===== src/rtl/mempool_axi_console.sv =====
// AXI slave console: writes become characters in one shared FIFO, one address decodes to
// end-of-computation, and every read is answered with SLVERR.

typedef struct packed {
  logic [5:0]  id;
  logic [31:0] addr;
  logic [7:0]  len;
  logic [2:0]  size;
  logic [1:0]  burst;
} mempool_axi_console_ax_t;

typedef struct packed {
  logic [31:0] data;
  logic [3:0]  strb;
  logic        last;
} mempool_axi_console_w_t;

typedef struct packed {
  logic [5:0] id;
  logic [1:0] resp;
  logic       user;
} mempool_axi_console_b_t;

typedef struct packed {
  logic [5:0]  id;
  logic [31:0] data;
  logic [1:0]  resp;
  logic        last;
  logic        user;
} mempool_axi_console_r_t;

typedef struct packed {
  mempool_axi_console_ax_t aw;
  logic                    aw_valid;
  mempool_axi_console_w_t  w;
  logic                    w_valid;
  logic                    b_ready;
  mempool_axi_console_ax_t ar;
  logic                    ar_valid;
  logic                    r_ready;
} mempool_axi_console_req_t;

typedef struct packed {
  logic                   aw_ready;
  logic                   ar_ready;
  logic                   w_ready;
  logic                   b_valid;
  mempool_axi_console_b_t b;
  logic                   r_valid;
  mempool_axi_console_r_t r;
} mempool_axi_console_resp_t;

module mempool_axi_console #(
  parameter int unsigned AddrWidth     = 32,
  parameter int unsigned DataWidth     = 32,
  parameter int unsigned IdWidth       = 6,
  parameter int unsigned NumChannels   = 4,
  parameter int unsigned CharFifoDepth = 8,
  parameter int unsigned ChanSelLsb    = 8,
  parameter logic [31:0] EocOffset     = 32'h0000_F000,
  parameter type axi_req_t             = mempool_axi_console_req_t,
  parameter type axi_resp_t            = mempool_axi_console_resp_t,
  localparam int unsigned ChanW        = (NumChannels > 1) ? $clog2(NumChannels) : 1
) (
  input  logic             clk_i,
  input  logic             rst_ni,
  input  axi_req_t         axi_req_i,
  output axi_resp_t        axi_resp_o,
  output logic             char_valid_o,
  output logic [7:0]       char_data_o,
  output logic [ChanW-1:0] char_chan_o,
  input  logic             char_ready_i,
  output logic             eoc_valid_o,
  output logic [31:0]      eoc_retval_o
);

  localparam int unsigned LaneW = $clog2(DataWidth / 8);
  localparam int unsigned OffW  = ChanSelLsb + 8;
  localparam int unsigned PtrW  = (CharFifoDepth > 1) ? $clog2(CharFifoDepth) : 1;
  localparam int unsigned CntW  = PtrW + 1;
  localparam logic [OffW-1:0] EocOff = OffW'(EocOffset);

  typedef enum logic [1:0] {W_IDLE, W_DATA, W_RESP} w_state_e;
  typedef enum logic {R_IDLE, R_DATA} r_state_e;

  // Handshakes: a transfer happens on a rising clk_i edge where valid and ready are both 1;
  // a ready here never looks at the matching valid, and no valid is withdrawn before its transfer.
  logic                 active_q;
  w_state_e             w_state_q, w_state_d;
  logic [IdWidth-1:0]   w_id_q, w_id_d;
  logic [AddrWidth-1:0] w_addr_q, w_addr_d;
  logic [8:0]           w_cnt_q, w_cnt_d;
  r_state_e             r_state_q, r_state_d;
  logic [IdWidth-1:0]   r_id_q, r_id_d;
  logic [7:0]           r_cnt_q, r_cnt_d;
  logic                 eoc_valid_q, eoc_valid_d;
  logic [31:0]          eoc_retval_q, eoc_retval_d;
  logic [ChanW+7:0]     fifo_mem_q [CharFifoDepth];
  logic [PtrW-1:0]      wr_ptr_q, wr_ptr_d, rd_ptr_q, rd_ptr_d;
  logic [CntW-1:0]      fifo_cnt_q, fifo_cnt_d;

  logic aw_ready, w_ready, b_valid, ar_ready, r_valid;
  logic fifo_full, fifo_empty, push, pop, w_hs, is_eoc;
  logic [LaneW-1:0] lane;
  logic [7:0]       w_char;
  logic [ChanW-1:0] w_chan;
  logic             unused_bits;

  assign is_eoc = (w_addr_q[OffW-1:0] == EocOff);
  assign lane   = w_addr_q[LaneW-1:0];
  assign w_char = axi_req_i.w.data[lane*8 +: 8];
  assign w_chan = (NumChannels > 1) ? w_addr_q[ChanSelLsb +: ChanW] : '0;

  assign fifo_full  = (fifo_cnt_q == CntW'(CharFifoDepth));
  assign fifo_empty = (fifo_cnt_q == '0);
  assign pop        = !fifo_empty && char_ready_i;

  assign aw_ready = active_q && (w_state_q == W_IDLE);
  // A full FIFO still takes a console beat when the sink drains a slot in the same cycle.
  assign w_ready  = active_q && (w_state_q == W_DATA) && (is_eoc || !fifo_full || pop);
  assign b_valid  = active_q && (w_state_q == W_RESP);
  assign ar_ready = active_q && (r_state_q == R_IDLE);
  assign r_valid  = active_q && (r_state_q == R_DATA);

  assign w_hs = axi_req_i.w_valid && w_ready;
  assign push = w_hs && !is_eoc && axi_req_i.w.strb[lane];

  assign unused_bits = ^{axi_req_i, w_addr_q};

  always_comb begin
    w_state_d    = w_state_q;
    w_id_d       = w_id_q;
    w_addr_d     = w_addr_q;
    w_cnt_d      = w_cnt_q;
    eoc_valid_d  = eoc_valid_q;
    eoc_retval_d = eoc_retval_q;
    case (w_state_q)
      W_IDLE: begin
        if (axi_req_i.aw_valid && aw_ready) begin
          w_id_d    = axi_req_i.aw.id;
          w_addr_d  = axi_req_i.aw.addr;
          w_cnt_d   = 9'(axi_req_i.aw.len) + 9'd1;
          w_state_d = W_DATA;
        end
      end
      W_DATA: begin
        if (w_hs) begin
          w_cnt_d = w_cnt_q - 9'd1;
          if (axi_req_i.w.last || (w_cnt_q == 9'd1)) w_state_d = W_RESP;
        end
      end
      W_RESP: begin
        if (axi_req_i.b_ready && b_valid) w_state_d = W_IDLE;
      end
      default: w_state_d = W_IDLE;
    endcase
    // Only the first end-of-computation value is kept; later ones are acknowledged and dropped.
    if (w_hs && is_eoc && !eoc_valid_q) begin
      eoc_valid_d  = 1'b1;
      eoc_retval_d = axi_req_i.w.data[31:0];
    end
  end

  always_comb begin
    r_state_d = r_state_q;
    r_id_d    = r_id_q;
    r_cnt_d   = r_cnt_q;
    case (r_state_q)
      R_IDLE: begin
        if (axi_req_i.ar_valid && ar_ready) begin
          r_id_d    = axi_req_i.ar.id;
          r_cnt_d   = axi_req_i.ar.len;
          r_state_d = R_DATA;
        end
      end
      R_DATA: begin
        if (axi_req_i.r_ready && r_valid) begin
          if (r_cnt_q == 8'd0) r_state_d = R_IDLE;
          else                 r_cnt_d   = r_cnt_q - 8'd1;
        end
      end
      default: r_state_d = R_IDLE;
    endcase
  end

  always_comb begin
    wr_ptr_d   = wr_ptr_q;
    rd_ptr_d   = rd_ptr_q;
    if (push) wr_ptr_d = wr_ptr_q + PtrW'(1);
    if (pop)  rd_ptr_d = rd_ptr_q + PtrW'(1);
    fifo_cnt_d = fifo_cnt_q + CntW'(push) - CntW'(pop);
  end

  always_comb begin
    axi_resp_o          = '0;
    axi_resp_o.aw_ready = aw_ready;
    axi_resp_o.w_ready  = w_ready;
    axi_resp_o.b_valid  = b_valid;
    axi_resp_o.b.id     = w_id_q;
    axi_resp_o.b.resp   = 2'b00;
    axi_resp_o.ar_ready = ar_ready;
    axi_resp_o.r_valid  = r_valid;
    axi_resp_o.r.id     = r_id_q;
    axi_resp_o.r.resp   = 2'b10;
    axi_resp_o.r.last   = r_valid && (r_cnt_q == 8'd0);
  end

  assign char_valid_o = !fifo_empty;
  assign char_data_o  = fifo_empty ? 8'd0 : fifo_mem_q[rd_ptr_q][7:0];
  assign char_chan_o  = fifo_empty ? '0 : fifo_mem_q[rd_ptr_q][ChanW+7:8];
  assign eoc_valid_o  = eoc_valid_q;
  assign eoc_retval_o = eoc_retval_q;

  always_ff @(posedge clk_i) begin
    if (!rst_ni) begin
      active_q     <= 1'b0;
      w_state_q    <= W_IDLE;
      w_id_q       <= '0;
      w_addr_q     <= '0;
      w_cnt_q      <= '0;
      r_state_q    <= R_IDLE;
      r_id_q       <= '0;
      r_cnt_q      <= '0;
      eoc_valid_q  <= 1'b0;
      eoc_retval_q <= '0;
      wr_ptr_q     <= '0;
      rd_ptr_q     <= '0;
      fifo_cnt_q   <= '0;
    end else begin
      active_q     <= 1'b1;
      w_state_q    <= w_state_d;
      w_id_q       <= w_id_d;
      w_addr_q     <= w_addr_d;
      w_cnt_q      <= w_cnt_d;
      r_state_q    <= r_state_d;
      r_id_q       <= r_id_d;
      r_cnt_q      <= r_cnt_d;
      eoc_valid_q  <= eoc_valid_d;
      eoc_retval_q <= eoc_retval_d;
      wr_ptr_q     <= wr_ptr_d;
      rd_ptr_q     <= rd_ptr_d;
      fifo_cnt_q   <= fifo_cnt_d;
    end
  end

  always_ff @(posedge clk_i) begin
    if (push) fifo_mem_q[wr_ptr_q] <= {w_chan, w_char};
  end

endmodule


===== config.mk =====
export PLATFORM = sky130hd
export DESIGN_NAME = mempool_axi_console
export DESIGN_NICKNAME = d
export VERILOG_FILES = /design/src/rtl/mempool_axi_console.sv
export SDC_FILE = /design/constraint.sdc
export NUM_CORES = 1
export LEC_CHECK = 0
export ABC_AREA = 1
export ABC_CLOCK_PERIOD_IN_PS = 3400
export BUFFER_PORTS_ARGS = -buffer_cell sky130_fd_sc_hd__buf_2
export CAP_MARGIN = 20
export CORE_UTILIZATION = 45
export CTS_CLUSTER_SIZE = 30
export DETAILED_ROUTE_END_ITERATION = 16
export PLACE_DENSITY = 0.71
export SETUP_SLACK_MARGIN = 0.3
export SLEW_MARGIN = 30
export SYNTH_ARGS = -nofsm -noshare
export SYNTH_HDL_FRONTEND = slang
export SYNTH_SLANG_ARGS = --single-unit

===== constraint.sdc =====
create_clock -name clk_i -period 3.4 [get_ports clk_i]
set_clock_uncertainty 0.2 [all_clocks]
set_input_delay 0.68 -clock clk_i [delete_from_list [all_inputs] [get_ports clk_i]]
set_output_delay 0.68 -clock clk_i [all_outputs]
set_load 0.02 [all_outputs]

* Word level (Yosys, flattened, before mapping)
Memory sizes are Yosys's and may differ from the RTL's. A register that Yosys moved wholly into a read port is not among the register bits. Index checks and enable logic that the tools add are counted.
Storage, ports and cells: register bits 92, memories 1, bits in writable memories 80, word-level logic and storage cells 94, bits of input ports 147, output and inout bits 100
Memories:
- fifo_mem_q | depth 8, width 10, rd ports 1, clocked after memory_dff 1, wr ports 1, RTL line 98 | logic [ChanW+7:0] fifo_mem_q [CharFifoDepth];
Cells by class: bitwise operators 1, multiplexer cells 25, add/sub/neg operators 7, magnitude comparators 1, eq/ne operators 12, shifts and indexed selects 1, reduce and logical (&&, ||, !) cells 33
Operator list (count):
- $mux W8 | 4
- $shiftx A32 B6 Y8 | 1
- $mux W9 | 2
- $pmux W9 S2 | 1
- $logic_and A1 B1 Y1 | 17
- $eq A16 B16 Y1 const B | 1
- $pmux W8 S2 | 1
- $mux W2 | 5
- $ne A2 B1 Y1 const B | 5
- $add A8 B1 Y9 const B | 1
- $eq A9 B1 Y1 const B | 1
- $sub A9 B1 Y9 const B | 1
- $logic_not A8 Y1 | 1
- $sub A8 B1 Y8 const B | 1
- $mux W1 | 7
- $add A3 B1 Y3 const B | 2
- $mux W3 | 2
- $pmux W2 S3 | 1
- $reduce_and A3 Y1 | 2
- $add A4 B1 Y4 | 1
- $eq A4 B4 Y1 const B | 1
- $logic_not A1 Y1 | 4
- $logic_not A4 Y1 | 1
- $ne A2 B2 Y1 const B | 2
- 12 further kinds | 15

* Depth between registers and ports, before layout
word-level depth 10, depth in mapped cells 15, gate-level depth less buffers 15

* Worst setup path after synthesis
OpenSTA, ideal clock, no wires.
path type input -> register, start point input axi_req_i[58] (netlist name), end point memory fifo_mem_q[4][0] (netlist name) (enable), data arrival time 2.067 ns, buffers on the path 0, setup slack 0.743 ns, stages on the path 6, required time 2.810 ns, library setup time 0.390 ns, cells stage by stage o21ai_0 o22ai_1 inv_1 nor2_1 nand2_1 nor3_1
Between the ends: cells in the longest elaborated chain, start to end 5
Ends and longest elaborated chain:
- start, declared | RTL line 67 | input axi_req_t axi_req_i,
- $bmux W1 S2 | RTL line 126 | assign push = w_hs && !is_eoc && axi_req_i.w.strb[lane];
- $mux W1 (not written as such) | RTL line 126
- $logic_and A1 B1 Y1 | RTL line 126
- $mux W1 | RTL line 247 | if (push) fifo_mem_q[wr_ptr_q] <= {w_chan, w_char};
- $mux W1 (not written as such) | RTL line 247
- end, declared | RTL line 98
Every way passes these cells. The select of a mux whose other input is x is not followed.

==> reports/metrics.json <==
{
  "slew_violations": {"value": 0},
  "critical_path.startpoint_type": {"value": "register"},
  "clock_tree.htree_level_count": {"value": 4},
  "fin_setup_tns": {"value": 0, "unit": "ns"},
  "grt_antenna_before_repair": {"value": 0},
  "crit_path_max_fanout": {"value": 40},
  "power.ir.vdd_worst": {"value": 0.392, "unit": "mV"},
  "outcome": {"value": "complete, no violations"},
  "fillers": {"value": 1621},
  "cts.reportedPaths.clkPinSlew": {"value": 0.06, "unit": "ns"},
  "root_buffer": {"value": "sky130_fd_sc_hd__clkbuf_16"},
  "first_global_vias": {"value": 5902},
  "critPathMaxStageDelay": {"value": 0.39, "unit": "ns"},
  "crit_required": {"value": 2.52, "unit": "ns"},
  "min_period_over_period": {"value": 0.861},
  "nNetsFinal": {"value": 1295},
  "mux_share_of_post_synthesis_cell_area": {"value": 0},
  "synthAdderAreaFrac": {"value": 0.0209},
  "power.internal": {"value": 4.00, "unit": "mW"},
  "pwr-share-comb": {"value": 0.308},
  "cts.sink_count": {"value": 175},
  "dp_hpwl": {"value": 12500, "unit": "um"},
  "crit_slowest_cell": {"value": "sky130_fd_sc_hd__buf_4"},
  "synth_cell_types": {"value": 35},
  "cts_tree": {"value": "built"},
  "postRouteWirelength": {"value": 18100, "unit": "um"},
  "switching_power_as_a_share_of_total_power": {"value": 0.354},
  "top_level_ports": {"value": 247},
  "postSynthRegisterBits": {"value": 175},
  "report.final.setup_viol": {"value": 0},
  "finalWeightedCongestion": {"value": 0.805},
  "power.density_cell_area": {"value": 652, "unit": "nW/um2"},
  "vias": {"value": 6668},
  "ys_seq_area_frac": {"value": 0.529},
  "global_route_wire_length_before_repair": {"value": 28900, "unit": "um"},
  "worst_slew_margin_rel": {"value": 0.424},
  "drtAntennaViolNets": {"value": 0},
  "cell_with_the_most_instances_after_synthesis": {"value": "sky130_fd_sc_hd__nor2_1"},
  "synth_common_cells": {"value": "sky130_fd_sc_hd__nor2_1, sky130_fd_sc_hd__nand2_1, sky130_fd_sc_hd__o21ai_0, sky130_fd_sc_hd__dfxtp_1"},
  "netSwitchingPower": {"value": 2.19, "unit": "mW"},
  "netlist_area": {"value": 8140, "unit": "um2"},
  "synth-edff-count": {"value": 80},
  "drt_first_pass_iters": {"value": 5},
  "leakagePower": {"value": 4.21, "unit": "nW"},
  "buffer_ports.inserted": {"value": 150},
  "asyncSetResetFlopFracSynth": {"value": 0},
  "synth-warning-count": {"value": 0},
  "post_synth_and_or_nand_nor_area_fraction": {"value": 0.218},
  "end_kind": {"value": "output pin"},
  "synthTopCellsByArea": {"value": "sky130_fd_sc_hd__edfxtp_1, sky130_fd_sc_hd__dfxtp_1, sky130_fd_sc_hd__nor2_1, sky130_fd_sc_hd__nand2_1, sky130_fd_sc_hd__o21ai_0"},
  "chipHeight": {"value": 137, "unit": "um"},
  "path_cells": {"value": "buf_4 > o21ai_0 > o22ai_1 > o21ai_0 > a31oi_1 > buf_2"},
  "grt_setup_unrepaired": {"value": "false"},
  "criticalPathCategory": {"value": "register to output pin"},
  "totalPowerFinal": {"value": 6.19, "unit": "mW"},
  "num_antenna_cells": {"value": 0},
  "yosysTopAreaCellShare": {"value": 0.295},
  "cts_made_buffers": {"value": 17},
  "grt_start_max_net_pins": {"value": 65},
  "yosys_most_used_dff": {"value": "sky130_fd_sc_hd__dfxtp_1"},
  "power_frac_seq": {"value": 0.403},
  "global_route.usage.total": {"value": 0.201},
  "die_w": {"value": 137, "unit": "um"},
  "clk_path_buf_depth": {"value": 2},
  "yosysTopAreaCell": {"value": "sky130_fd_sc_hd__edfxtp_1"},
  "drc": {"value": 0},
  "avgSynthCellArea": {"value": 8.19, "unit": "um2"},
  "areaGrowthSynthToFinish": {"value": 16.6, "unit": "%"},
  "clockPowerShare": {"value": 0.289},
  "worstMarginPinSlew": {"value": 0.864, "unit": "ns"},
  "area_fraction_in_compound_gates_after_synthesis": {"value": 0.118},
  "die-area": {"value": 18600, "unit": "um2"},
  "crit_path_frequent_cell": {"value": "sky130_fd_sc_hd__o21ai_0"},
  "initial_utilization": {"value": 0.466},
  "main_combinational_cell_family_by_area_after_synthesis": {"value": "simple AND/OR/NAND/NOR gates"},
  "fmax": {"value": 0.341, "unit": "GHz"},
  "worst_skew_pair.late_latency": {"value": 0.43, "unit": "ns"},
  "worst_endpoint_data_arrival_time": {"value": 2.05, "unit": "ns"},
  "wire_per_inst": {"value": 13.2, "unit": "um"},
  "post_route_cells_drive_above_1_share": {"value": 0.193},
  "post_synth_inst_count": {"value": 994},
  "drt-initial-drc-count": {"value": 474},
  "type_of_the_most_critical_hold_path": {"value": "register to register"},
  "gr_overflow_total": {"value": 0},
  "layout_min_cycle_time": {"value": 2.93, "unit": "ns"},
  "max-cap-violations": {"value": 0},
  "share_of_the_synthesized_netlist_area_taken_by_xor_and_xnor_gates": {"value": 0.00753},
  "placeableCoreArea": {"value": 17500, "unit": "um2"},
  "num_rows": {"value": 48},
  "hold_violations": {"value": 0},
  "drt-vias-per-instance": {"value": 4.86}
}
cell usage in the layout (no fill, tap or decap), types with 3 or more instances in the layout:
cell,count
sky130_fd_sc_hd__o21ai_0,100
sky130_fd_sc_hd__clkbuf_16,17
sky130_fd_sc_hd__nand3_1,28
sky130_fd_sc_hd__a21oi_1,46
sky130_fd_sc_hd__nor2_2,6
sky130_fd_sc_hd__clkinv_1,3
sky130_fd_sc_hd__inv_1,78
sky130_fd_sc_hd__conb_1,38
sky130_fd_sc_hd__a31oi_1,15
sky130_fd_sc_hd__nand4_1,3
sky130_fd_sc_hd__nor2_1,199
sky130_fd_sc_hd__nand2_1,187
sky130_fd_sc_hd__xor2_1,4
sky130_fd_sc_hd__inv_2,7
sky130_fd_sc_hd__o22ai_1,20
sky130_fd_sc_hd__nand2_2,4
sky130_fd_sc_hd__buf_2,150
sky130_fd_sc_hd__buf_4,20
sky130_fd_sc_hd__clkinv_4,4
sky130_fd_sc_hd__ha_1,12
sky130_fd_sc_hd__edfxtp_1,80
sky130_fd_sc_hd__nor3_1,6
sky130_fd_sc_hd__inv_6,3
sky130_fd_sc_hd__dfxtp_1,95
sky130_fd_sc_hd__xnor2_1,3
cells by family after synthesis:
| group | Yosys count |
|---|---|
| simple gates | 441 |
| fa+ha+maj | 13 |
| compound gates | 183 |
| xor+xnor | 7 |
| flops | 175 |
| other cells | 2 |
| buf+inv | 173 |
state kept, by name (all words and copies together) (netlist names), 2 cells and up, named ones only:
| signal | count |
|---|---|
| r_id_q | 6 |
| fifo_cnt_q | 4 |
| fifo_mem_q | 80 |
| wr_ptr_q | 3 |
| w_cnt_q | 9 |
| w_state_q | 2 |
| eoc_retval_o | 32 |
| rd_ptr_q | 3 |
| w_addr_q | 16 |
| r_cnt_q | 8 |
| w_id_q | 6 |
power by group through the flow:
stage / clock network, mW / logic (mW) / registers [mW]
floorplan: 0 / 1.42 / 2.52
global placement: 0 / 1.86 / 2.53
detailed placement: 0 / 1.89 / 2.53
CTS: 1.84 / 1.89 / 2.49
global route: 1.90 / 2.17 / 2.51
finish: 1.79 / 1.91 / 2.49
metal layers:
| metal | global-route usage | routed length, um | vias up | share of wire |
|---|---|---|---|---|
| li1 | - | - | 3442 | - |
| met1 | 0.277 | 8260 | 2987 | 0.46 |
| met2 | 0.307 | 8210 | 218 | 0.45 |
| met3 | 0.0537 | 1450 | 21 | 0.080 |
| met4 | 0.0617 | 221 | 0 | 0.012 |
| met5 | 0 | 0 | - | 0 |
repair_timing:
action | 4_1_cts | 5_1_grt
cloned | 0 | 0
setup buffers | 0 | 1
endpoints found under the setup margin | 1 | 7
pin swaps | 0 | 1
hold buffers | 0 | 0
gates resized for setup | 1 | 2
worst paths after layout:
path | slack [ns] | startpoint | to | depth (start not counted)
worst max-delay path | 0.47 | register | char_data_o[4] | 6
worst min-delay path | 0.26 | w_id_q[3] | w_id_q[3] | 2
worst max register to register | 0.63 | w_addr_q[1] | fifo_cnt_q[2] | 12
worst min register to register | 0.26 | w_id_q[3] | w_id_q[3] | 2
per-stage QoR:
stage               hold WS (ns)   util  area (um2)  std cells  setup WS, ns
floorplan                  0.233      -        8280       1030         0.743
global placement           0.247  0.511        8930       1340         0.404
detailed placement         0.255  0.511        8930       1340         0.350
CTS                        0.266  0.543        9480       1372         0.349
global route               0.285  0.543        9500       1373         0.301
finish                     0.263  0.543        9500       1373         0.471
final cells by class:
cell class / instances / area (um2) / area share
inverters: 88 / 334 / 0.0352
clock buffers: 20 / 447 / 0.0470
repair buffers: 171 / 912 / 0.0960
flip-flops and latches: 175 / 4300 / 0.453
clock inverters: 12 / 100 / 0.0105
multi-input cells: 682 / 3120 / 0.328
well taps: 225 / 282 / 0.0296
critical path, delay by kind of cell, from the launching register on:
| kind | cells | cell delay (ns) |
|---|---|---|
| flip-flops | 1 | 0.32 |
| AO/OA/AOI/OAI | 4 | 0.71 |
| buffers and inverters | 2 | 0.60 |
Note: power is estimated with default switching activity, not from simulation.
